--- config.mk ---
export PLATFORM = sky130hd
export DESIGN_NAME = fetch_queue_stage
export DESIGN_NICKNAME = d
export VERILOG_FILES = /design/src/rtl/fetch_queue_stage.sv
export SDC_FILE = /design/constraint.sdc
export NUM_CORES = 1
export LEC_CHECK = 0
export ABC_AREA = 1
export CORE_UTILIZATION = 45
export DETAILED_ROUTE_END_ITERATION = 10
export MAX_ROUTING_LAYER = met4
export PLACE_DENSITY = 0.79
export REMOVE_ABC_BUFFERS = 1
export SLEW_MARGIN = 25
export SYNTH_ARGS = -nofsm -noshare
export SYNTH_HDL_FRONTEND = slang
export SYNTH_SLANG_ARGS = --single-unit
--- constraint.sdc ---
create_clock -name Clk -period 6.45 [get_ports Clk]
set_clock_uncertainty 0.2 [all_clocks]
set_input_delay 0.9675 -clock Clk [delete_from_list [all_inputs] [get_ports Clk]]
set_output_delay 0.9675 -clock Clk [all_outputs]
set_load 0.02 [all_outputs]
--- src/rtl/fetch_queue_stage.sv ---
// rtl/fetch_queue_stage.sv - instruction fetch stage with prefetch queue and redirect flush
// Optional feature macro: FETCH_ALIGN_CHECK_EN (sticky misaligned-redirect halt)
module fetch_queue_stage #(
  parameter int ADDR_WIDTH  = 32,
  parameter int INSTR_WIDTH = 32,
  parameter int QUEUE_DEPTH = 4,
  parameter logic [ADDR_WIDTH-1:0] RESET_PC = '0
) (
  input  logic                   Clk,
  input  logic                   Rst,
  input  logic                   BranchTaken_in,
  input  logic [ADDR_WIDTH-1:0]  BranchTarget_in,
  input  logic                   Jump_in,
  input  logic [25:0]            JumpIndex_in,
  input  logic [ADDR_WIDTH-1:0]  JumpPCPlus4_in,
  input  logic                   JumpReg_in,
  input  logic [ADDR_WIDTH-1:0]  JumpRegTarget_in,
  output logic [ADDR_WIDTH-1:0]  IMemAddr_out,
  output logic                   IMemRdEn_out,
  input  logic [INSTR_WIDTH-1:0] IMemData_in,
  output logic [INSTR_WIDTH-1:0] Instruction_out,
  output logic [ADDR_WIDTH-1:0]  PCPlus4_out,
  output logic                   Valid_out,
  input  logic                   Ready_in,
  output logic                   Misalign_out
);

  localparam int PTR_W = $clog2(QUEUE_DEPTH);
  localparam int CNT_W = PTR_W + 1;

  logic [ADDR_WIDTH-1:0]  fetch_pc;
  logic [ADDR_WIDTH-1:0]  inflight_pc;
  logic                   inflight;
  logic [INSTR_WIDTH-1:0] q_instr [QUEUE_DEPTH];
  logic [ADDR_WIDTH-1:0]  q_pc4   [QUEUE_DEPTH];
  logic [PTR_W-1:0]       head;
  logic [PTR_W-1:0]       tail;
  logic [CNT_W-1:0]       count;

  logic                   redirect;
  logic [ADDR_WIDTH-1:0]  raw_target;
  logic [ADDR_WIDTH-1:0]  target;
  logic [CNT_W-1:0]       occupancy;
  logic                   halted;
  logic                   issue;
  logic                   push;
  logic                   pop;
  logic                   unused_bits;

`ifdef FETCH_ALIGN_CHECK_EN
  logic misalign;
  assign halted       = misalign;
  assign Misalign_out = misalign;
  assign target       = raw_target;
  assign unused_bits  = ^JumpPCPlus4_in[27:0];
`else
  assign halted       = 1'b0;
  assign Misalign_out = 1'b0;
  assign target       = {raw_target[ADDR_WIDTH-1:2], 2'b00};
  assign unused_bits  = ^{JumpPCPlus4_in[27:0], raw_target[1:0]};
`endif

  always_comb begin
    redirect = JumpReg_in | Jump_in | BranchTaken_in;
    if (JumpReg_in)
      raw_target = JumpRegTarget_in;
    else if (Jump_in)
      raw_target = {JumpPCPlus4_in[ADDR_WIDTH-1:28], JumpIndex_in, 2'b00};
    else
      raw_target = BranchTarget_in;
  end

  // Reserve a queue slot for the in-flight read so a response always has room.
  assign occupancy    = count + {{(CNT_W-1){1'b0}}, inflight};
  assign issue        = Rst && !redirect && !halted && (occupancy < CNT_W'(QUEUE_DEPTH));
  assign push         = inflight && !redirect;
  assign Valid_out    = (count != '0);
  assign pop          = Valid_out && Ready_in;

  assign IMemRdEn_out    = issue;
  assign IMemAddr_out    = fetch_pc;
  assign Instruction_out = q_instr[head];
  assign PCPlus4_out     = q_pc4[head];

  always_ff @(posedge Clk) begin
    if (!Rst) begin
      fetch_pc    <= RESET_PC;
      inflight_pc <= '0;
      inflight    <= 1'b0;
      head        <= '0;
      tail        <= '0;
      count       <= '0;
      for (int i = 0; i < QUEUE_DEPTH; i++) begin
        q_instr[i] <= '0;
        q_pc4[i]   <= '0;
      end
`ifdef FETCH_ALIGN_CHECK_EN
      misalign    <= 1'b0;
`endif
    end else if (redirect) begin
      fetch_pc <= target;
      inflight <= 1'b0;
      head     <= '0;
      tail     <= '0;
      count    <= '0;
`ifdef FETCH_ALIGN_CHECK_EN
      if (raw_target[1:0] != 2'b00)
        misalign <= 1'b1;
`endif
    end else begin
      inflight <= issue;
      if (issue) begin
        fetch_pc    <= fetch_pc + ADDR_WIDTH'(4);
        inflight_pc <= fetch_pc;
      end
      if (push) begin
        q_instr[tail] <= IMemData_in;
        q_pc4[tail]   <= inflight_pc + ADDR_WIDTH'(4);
        tail          <= tail + 1'b1;
      end
      if (pop)
        head <= head + 1'b1;
      count <= count + CNT_W'(push) - CNT_W'(pop);
    end
  end

endmodule

==> out/results.ini <==
[min_path]
hp-class=reg -> reg
hold_path_depth=1
min_from=head[0]

[floorplanning]
start_util=0.460
ioPinCount=259
dieArea_mm2=0.0352
die_w_um=188
die_height_um=188
std_cell_rows=67
coreArea_mm2=0.0337

[sta]
finalWorstPathRequiredPeriod_ns=5.18
period_share=0.803
relSlewSlack=0.320
max_freq_mhz=193
tightest_slew_ns=1.02
setup_viol=0
hold_viol=0
maxSlewViolCount=0
rsz0062_at_grt=false
setup_total_negative_slack_ns=0

[cts]
htree_levels=2
cts_made_buffers=34
cts_hold_buffers=0
path_clk_slew_ns=0.05
cts_buffer_depth=3
ctsResizeCount=0
clock_latency_ns=0.51
cts.sinks=318
cts_root_buf=clkbuf_16
post-cts-setup-buffer-count=0
cts_tree=done

[cells_and_area]
post-route-cell-area_mm2=0.0190
drive_above_1_share=0.0502
utilization=0.563
final_cell_mix=nor2_1 (428), edfxtp_1 (248), nand2_1 (232), clkdlybuf4s50_1 (220), o21ai_0 (198)
area_growth_pct=22.5
n_antenna_cell=0
finalNetCount=2111
instances_no_fill=2419
final_common_cell=nor2_1

[critical_path]
cp-startpoint=JumpReg_in
arrival_ns=4.01
worst-path-max-fanout=46
crit_path_end_kind=output pin
cp-start-kind=input port
r2r_slack_ns=3.71
r2r_cells=7
r2r_start=inflight
critical_path_class=in -> out
worstPathRequired_ns=5.28
timing.rr.end=IMemAddr_out[17]

[power]
p_per_area_mw_per_mm2=240
leakage_nw=7.06
ir_drop_uv=160

[route]
drtAntennaViolNets=0
drt_iter0_markers=958
vias=13000
wire_per_inst_um=17.0
wirelength_um=41200
drt_pre_antenna_iters=6
avgViaCountPerCell=5.39
drcViolationCount=0

[place]
place_hpwl_um=25200
dpl.cell_count=2358
gp_routability_congestion=0.895
io_buffers=221
dpl_cell_area_mm2=0.0179

[logic_synthesis]
synth_cell_type_count=46
postSynthCellCount=1779
netlist_area_mm2=0.0155
synth-seq-cells=318
synth_warnings=0
seq_area_frac_synth=0.571
synth_enable_flop_cells=248
synth_ff_type=edfxtp_1
synth-async-reset-ratio=0
syn_area_per_cell_um2=8.71

[global_routing]
grt_max_degree=112
grt_pass1_vias=12500
grt_antenna_before_repair=0
grt-ovfl-total=0
grt.total_usage=0.237
grt_pass1_wl_um=64800

[flow_run]
drv_cap=0

[run_status]
outcome=finished, final reports clean

==> sequential cells by signal, indices dropped and copies added (netlist names), named ones only <==
register and flops:
q_pc4 120, tail 2, head 2, inflight_pc 30, IMemAddr_out 30, count 3, q_instr 128, inflight 1
==> logic make-up (layout without fill, tap and decap cells) <==
group | Yosys count | count (layout) | share of synthesized area
flip-flops | 318 | 318 | 0.571
other | 1 | 5 | 0.000242
XOR/XNOR | 17 | 17 | 0.00961
adder cells (fa/ha/maj) | 5 | 5 | 0.00452
AO/OA/AOI/OAI | 377 | 377 | 0.131
buffers and inverters | 246 | 434 | 0.0653
AND/OR/NAND/NOR | 815 | 815 | 0.219
==> critical path: stages <==
cell and delay [ns]:
clkdlybuf4s50_1 0.77, inv_4 0.50, nand2_4 0.31, nor2_8 0.25, inv_2 0.10, nor2_2 0.36
clkdlybuf4s50_1 0.72
==> cell usage after synthesis (3+ instances only) <==
cell type,instances,area share
xnor2_1,6,0.0034
inv_1,129,0.031
ha_1,4,0.0032
nand3_1,53,0.017
buf_6,3,0.0022
o21ai_1,10,0.0032
a21oi_1,79,0.026
nor2_4,3,0.0022
inv_2,7,0.0017
clkbuf_1,71,0.017
nand3b_1,8,0.0039
edfxtp_1,248,0.48
buf_2,24,0.0078
nand4_1,10,0.0040
nor2_1,428,0.10
nor3_2,3,0.0019
o211ai_1,9,0.0044
o21ai_0,198,0.064
nor3_1,53,0.017
nand2_1,236,0.057
nor2_2,8,0.0032
a31oi_1,11,0.0044
buf_4,8,0.0039
xor2_1,11,0.0062
dfxtp_1,70,0.090
o22ai_1,62,0.025
==> per-layer routing <==
metal	GRT usage	wire length [um]
met1	0.300	17200
met2	0.398	19900
met4	0.0657	911
met3	0.0335	3120
met5	-	0
==> report_power, final <==
group          leakage, nW  switching [mW]  internal [mW]
registers             3.14          0.0551           2.28
clock network        0.502           0.792           1.04
logic                 3.41           0.215          0.172
total                 7.06            1.06           3.49
==> through the flow <==
step	worst slack (ns)	hold slack [ns]	power, mW
CTS	1.30	0.265	4.57
finish	1.27	0.270	4.55
global route	1.12	0.283	4.70
floorplan	-1.06	0.236	2.54
detailed placement	1.30	0.254	2.76
global placement	1.31	0.246	2.76
==> layout make-up <==
type	instances	area [um^2]
clock inverter	12	70.1
fill	2932	14700
inverter	138	526
clock buffer	49	960
multi-input combinational	1219	5680
tap	448	561
timing repair buffer	235	2320
sequential	318	8850
==> worst max-delay path by stage <==
stage,endpoint,slack (ns),cells past startpoint
6_report,IMemRdEn_out,1.27,7
3_3_place_gp,IMemRdEn_out,1.31,7
2_1_floorplan,q_instr[3][0],-1.06,5
5_1_grt,IMemRdEn_out,1.12,7
3_5_place_dp,IMemRdEn_out,1.30,7
4_1_cts,IMemRdEn_out,1.30,7
(Power assumes the default switching activity.)
